File: config.mk
export PLATFORM = sky130hd
export DESIGN_NAME = keypad_scan_ctrl
export DESIGN_NICKNAME = d
export VERILOG_FILES = /design/src/rtl/keypad_pkg.sv /design/src/rtl/kp_debounce_cnt.sv /design/src/rtl/keypad_scan_ctrl.sv
export SDC_FILE = /design/constraint.sdc
export NUM_CORES = 1
export LEC_CHECK = 0
export ABC_AREA = 1
export BUFFER_PORTS_ARGS = -buffer_cell sky130_fd_sc_hd__buf_2
export CAP_MARGIN = 20
export CELL_PAD_IN_SITES_DETAIL_PLACEMENT = 0
export CELL_PAD_IN_SITES_GLOBAL_PLACEMENT = 1
export CORE_ASPECT_RATIO = 1.4
export CORE_MARGIN = 3
export CORE_UTILIZATION = 41
export CTS_CLUSTER_DIAMETER = 30
export DETAILED_ROUTE_END_ITERATION = 16
export HOLD_SLACK_MARGIN = 0.08
export PLACE_DENSITY_LB_ADDON = 0.1
export SLEW_MARGIN = 20
export SYNTH_ARGS = -nofsm -noshare
export SYNTH_HDL_FRONTEND = slang
export SYNTH_SLANG_ARGS = --single-unit
export TNS_END_PERCENT = 20
File: constraint.sdc
create_clock -name clk -period 1.76 [get_ports clk]
set_input_delay 0.264 -clock clk [delete_from_list [all_inputs] [get_ports clk]]
set_output_delay 0.264 -clock clk [all_outputs]
set_load 0.05 [all_outputs]
File: src/rtl/keypad_pkg.sv
// Shared types and helpers for the keypad scan controller.
package keypad_pkg;

  typedef enum logic [2:0] {
    SCAN,
    SETTLE,
    PRESS_DB,
    HELD,
    REL_DB
  } kp_state_t;

  localparam int unsigned SYNC_LAT  = 2;
  localparam logic [3:0]  COL_RESET = 4'b1000;

  // Bit position of the set bit in a one-hot nibble.
  function automatic logic [1:0] onehot_idx(input logic [3:0] v);
    logic [1:0] idx;
    idx = '0;
    for (int unsigned i = 0; i < 4; i++) begin
      if (v[i]) idx = 2'(i);
    end
    return idx;
  endfunction

  function automatic logic is_onehot(input logic [3:0] v);
    return (v != '0) && ((v & (v - 4'd1)) == '0);
  endfunction

endpackage

File: src/rtl/kp_debounce_cnt.sv
// Saturating debounce counter: counts stable samples, flags when DB_CYCLES reached.
module kp_debounce_cnt #(
  parameter int unsigned DB_CYCLES = 16
) (
  input  logic clk,
  input  logic reset,
  input  logic clear,
  input  logic inc,
  output logic done
);

  localparam int unsigned W     = $clog2(DB_CYCLES + 1);
  localparam logic [W-1:0] LIMIT = W'(DB_CYCLES);

  logic [W-1:0] count;

  // Counter register: clear wins over increment, holds once the limit is hit.
  always_ff @(posedge clk) begin
    if (reset || clear) begin
      count <= '0;
    end else if (inc && (count < LIMIT)) begin
      count <= count + W'(1);
    end
  end

  assign done = (count >= LIMIT);

endmodule

File: src/rtl/keypad_scan_ctrl.sv
// 4x4 keypad scanner: rotates a one-hot column drive, locks onto a single
// conducting key, debounces press and release, and reports the key code.
module keypad_scan_ctrl #(
  parameter int unsigned DB_CYCLES = 16,
  parameter int unsigned SYNC_LAT  = keypad_pkg::SYNC_LAT
) (
  input  logic       clk,
  input  logic       reset,
  input  logic [3:0] r,
  output logic [3:0] cHigh,
  output logic [3:0] key_code,
  output logic       key_valid,
  output logic       key_held
);

  import keypad_pkg::*;

  localparam int unsigned SW = (SYNC_LAT > 1) ? $clog2(SYNC_LAT) : 1;

  kp_state_t     state, next_state;
  logic [3:0]    col_hist [SYNC_LAT];
  logic [3:0]    col_d;
  logic [3:0]    row_lat;
  logic [SW-1:0] settle_cnt;
  logic          settle_last;
  logic          detect;
  logic          cnt_clr, cnt_inc, cnt_done;

  assign col_d       = col_hist[SYNC_LAT-1];
  assign settle_last = (settle_cnt == SW'(SYNC_LAT - 1));
  assign detect      = is_onehot(r) && (col_d != '0);

  kp_debounce_cnt #(.DB_CYCLES(DB_CYCLES)) u_cnt (
    .clk  (clk),
    .reset(reset),
    .clear(cnt_clr),
    .inc  (cnt_inc),
    .done (cnt_done)
  );

  // State register.
  always_ff @(posedge clk) begin
    if (reset) state <= SCAN;
    else       state <= next_state;
  end

  // Next-state logic.
  always_comb begin
    next_state = state;
    unique case (state)
      SCAN:     if (detect) next_state = SETTLE;
      SETTLE:   if (settle_last) next_state = PRESS_DB;
      PRESS_DB: begin
        if (cnt_done)          next_state = HELD;
        else if (r != row_lat) next_state = SCAN;
      end
      HELD:     if (r != row_lat) next_state = REL_DB;
      REL_DB: begin
        if (cnt_done)                  next_state = SCAN;
        else if ((r & row_lat) != '0)  next_state = HELD;
      end
      default:  next_state = SCAN;
    endcase
  end

  // Moore outputs and debounce counter control; the counter is held clear
  // outside the two debounce states so each debounce starts from zero.
  always_comb begin
    key_held = (state == HELD) || (state == REL_DB);
    cnt_clr  = (state != PRESS_DB) && (state != REL_DB);
    cnt_inc  = ((state == PRESS_DB) && (r == row_lat)) ||
               ((state == REL_DB) && ((r & row_lat) == '0));
  end

  // Datapath: column drive, column history, latched row, settle timer, key report.
  // cHigh only moves in SCAN, so leaving any other state resumes rotation from
  // the latched column.
  always_ff @(posedge clk) begin
    if (reset) begin
      cHigh      <= COL_RESET;
      row_lat    <= '0;
      settle_cnt <= '0;
      key_code   <= '0;
      key_valid  <= 1'b0;
      for (int unsigned i = 0; i < SYNC_LAT; i++) col_hist[i] <= '0;
    end else begin
      col_hist[0] <= cHigh;
      for (int unsigned i = 1; i < SYNC_LAT; i++) col_hist[i] <= col_hist[i-1];

      if (state == SCAN) begin
        if (detect) begin
          cHigh   <= col_d;
          row_lat <= r;
        end else begin
          cHigh <= {cHigh[0], cHigh[3:1]};
        end
      end

      if (state == SETTLE) settle_cnt <= settle_cnt + SW'(1);
      else                 settle_cnt <= '0;

      key_valid <= (state == PRESS_DB) && cnt_done;
      if ((state == PRESS_DB) && cnt_done) begin
        key_code <= {onehot_idx(row_lat), onehot_idx(cHigh)};
      end
    end
  end

endmodule

==> results.txt <==
The post-synthesis instance total is 186. In this run the count of I/O pins placed on the die edge is 16. The critical path goes through nand3_1 > nand2_1 > buf_2. The wire length reported by the detailed router is 2.863 mm. The share of cells above drive strength 1 is 0.2019. The final cell count without fillers came out at 247. The count of hold-fix buffers inserted at cts is 0. The congestion estimate from routability-driven global placement came to 0.8259. The number of antenna violations at the first check in global routing was 0.

The die outline area came out at 0.004118 sq mm. The H-tree was split into 2 levels. The minimum period implied by the final worst setup slack came out at 1.566 ns. Leaving out fill and tap cells, the most frequent cells in the layout are nand2_1 (37), nor2_1 (31), dfxtp_1 (30). The maximum count of clock buffers along a single path is 2. The total power divided by cell area is 1371 mW/mm^2. The clock net sink count came out at 30. The number of port buffers came out at 15. The die is 55.10 um wide. The classification of the worst-slack hold path is in2reg.

The flip-flop and latch count after synthesis is 30. The actual transition at the worst max-transition pin came out at 0.3253 ns. Leaving out fill and tap cells, the most frequent cell in the layout is nand2_1. The post-CTS setup repair buffer count is 0. The number of max-capacitance violations reported came out at 0. Of all cell types, the one taking the most synthesized area is dfxtp_1. Setup violations remaining at the end of the flow were counted as 0. The number of DRC violations after detailed routing is 0. The highest achievable clock rate came out at 638.7 MHz.

STA classifies the critical path endpoint as an output port. The net count after synthesis came out at 198. The area of the multi-input gates is 679.4 sq um. Counting the fill cells in the layout gives 337. By startpoint and endpoint, the worst setup path is classified as reg2out. The critical path data arrival time is 1.30 ns. The worst register-to-register path has a setup slack of 0.33 ns. The tree is rooted in a clkbuf_8. The total CTS buffers is 5. The signed area change from the synthesized netlist to the final layout is 16.82%. The number of global-route vias before repair was 1161. The count of routing violations after the opening detailed-route iteration is 27. The number of nets at the end of the flow came out at 219. TritonCTS built the clock tree. The slowest stage of the critical path is the dfxtp_1 cell.

The per-cell via count in the routed design came out at 4.988. The distinct cell type count of the synthesized netlist came out at 25. In this run the remaining antenna-violating nets after routing total 0. The leakage dissipation came out at 0.0007320 uW. The cell total after placement came out at 239. The synthesized area per cell is 7.440 sq um. The number of standard-cell rows in the floorplan came out at 24. The overall fraction of global-route tracks in use is 0.1699.

The number of gates resized after CTS is 0. Setup repair after global routing left no endpoint under its margin. The number of pins exceeding their max-slew limit in the final report is 0. The required time at the endpoint of the critical path came out at 1.50 ns.

The share of the clock period used by the worst path is 0.8895. The area of the mapped netlist is 0.001384 sq mm. The number of hold violations in the final report came to 0.

For this configuration, the core starts out at a cell density of 0.4347. The final sum of negative setup slack is 0 ns. Across all layers, the routed design uses 1232 vias. Ranked by total cell area, the synthesized netlist is headed by dfxtp_1 (43%), nand2_1 (10%), nor2_1 (8.4%), a21oi_1 (6.1%), inv_1 (5.7%).

The area share of the leading cell type in the synthesized netlist came out at 0.4340. Clock skew on the completed layout was measured at 0.003994 ns. Detailed placement ended at an HPWL of 2.222 mm. VDD sags by at most 0.0008186 V. The total power after layout is 2216 uW. Entering global routing, the biggest net connects 19 pins. The count of yosys warnings during synthesis is 0. Global routing finished with a remaining overflow of 0. The length of the first detailed-routing pass in iterations is 4.

The core box area came out at 0.003183 sq mm. The share of the Yosys chip area taken by registers is 0.4340. Headroom to the max-slew limit came out at 0.7829. The vertical extent of the die is 74.74 um. The flow ran to the end, and the final reports show no timing, DRC or antenna violations. The number of antenna diodes is 0. Dividing the detail-routed wire length by the instance count gives 11.59 um.

The combined flip-flop and latch cell area is 600.6 sq um. The element type at the critical path start is a flop. After clock tree synthesis, the clock-pin slew on the worst setup and hold paths is 0.06 ns.

The maximum cell stage delay along the critical path came out at 0.46 ns. The global-route wire length before repair came out at 4.961 mm. The highest net fanout along the worst path came out at 6. At the later pin of the worst-skew pair, clock insertion delay measures 0.28 ns.
==> final timing paths <==
check,start,to,cells past startpoint
setup / recovery,state[1]$_SDFFE_PP0P_,key_held,3
hold / removal,r[3],row_lat[3]$_SDFFE_PP0P_,3
setup reg to reg,row_lat[3]$_SDFFE_PP0P_,u_cnt.count[3]$_SDFFE_PP0P_,8
hold reg to reg,col_hist[0][1]$_SDFF_PP0_,col_hist[0][5]$_SDFF_PP0_,2
==> stage by stage <==
stage,setup slack (ns),utilization,area [sq um],hold WS [ns]
2_1_floorplan,0.4607,-,1384,0.3883
3_3_place_gp,0.2994,0.4737,1508,0.3898
3_5_place_dp,0.2588,0.4737,1508,0.3917
4_1_cts,0.1800,0.5079,1617,0.2815
5_1_grt,0.08963,0.5079,1617,0.2818
6_report,0.1944,0.5079,1617,0.2891
==> state kept, by name (all words and copies together), names as in the netlist <==
| register | flops |
|---|---|
| cHigh | 4 |
| state | 3 |
| col_hist | 8 |
| u_cnt.count | 5 |
| key_code | 4 |
| settle_cnt | 1 |
| row_lat | 4 |
| key_valid | 1 |
==> final cells by class <==
| type | instances | area share |
|---|---|---|
| Multi-Input combinational cell | 129 | 0.4203 |
| Tap cell | 39 | 0.03019 |
| Timing Repair Buffer | 16 | 0.05108 |
| Clock inverter | 3 | 0.02477 |
| Sequential cell | 30 | 0.3715 |
| Inverter | 25 | 0.05960 |
| Clock buffer | 5 | 0.04257 |
==> routing by layer <==
metal	vias to the layer above	global-route usage	wire length (um)
met1	566	0.1944	1257
met2	22	0.2803	1423
li1	638	-	-
met4	0	0.09730	64
met3	6	0.04158	118
met5	-	0	0
==> logic make-up (layout without fill, tap and decap cells) <==
group           Yosys count  count (layout)  share of synthesized area
compound gates           30              30                     0.1248
fa+ha+maj                 6               6                    0.05425
flops                    30              30                     0.4340
simple gates             93              93                     0.3119
buf+inv                  27              49                    0.07505
==> cell usage after synthesis <==
master,instances
a211oi_1,1
a21oi_1,17
a21oi_2,1
and3_1,1
buf_1,1
clkbuf_1,1
dfxtp_1,30
ha_1,6
inv_1,21
inv_2,3
inv_4,1
nand2_1,37
nand2_2,5
nand2_4,1
nand3_1,11
nand3_2,1
nand3_4,1
nor2_1,31
nor2_2,1
nor2_4,3
nor3_1,1
o211ai_1,5
o21ai_0,3
o21ai_1,2
o21ai_2,1
==> critical path: cells and delay by family, from the launching register on <==
family        cells  cell delay, ns
buf+inv           1            0.26
simple gates      2            0.30
flops             1            0.46
==> power by group <==
part / switching (uW) / internal (uW) / total, uW
registers: 81.4 / 766 / 848
clock network: 254 / 416 / 670
logic: 491 / 208 / 698
total: 826 / 1390 / 2220
(Power assumes the default switching activity.)
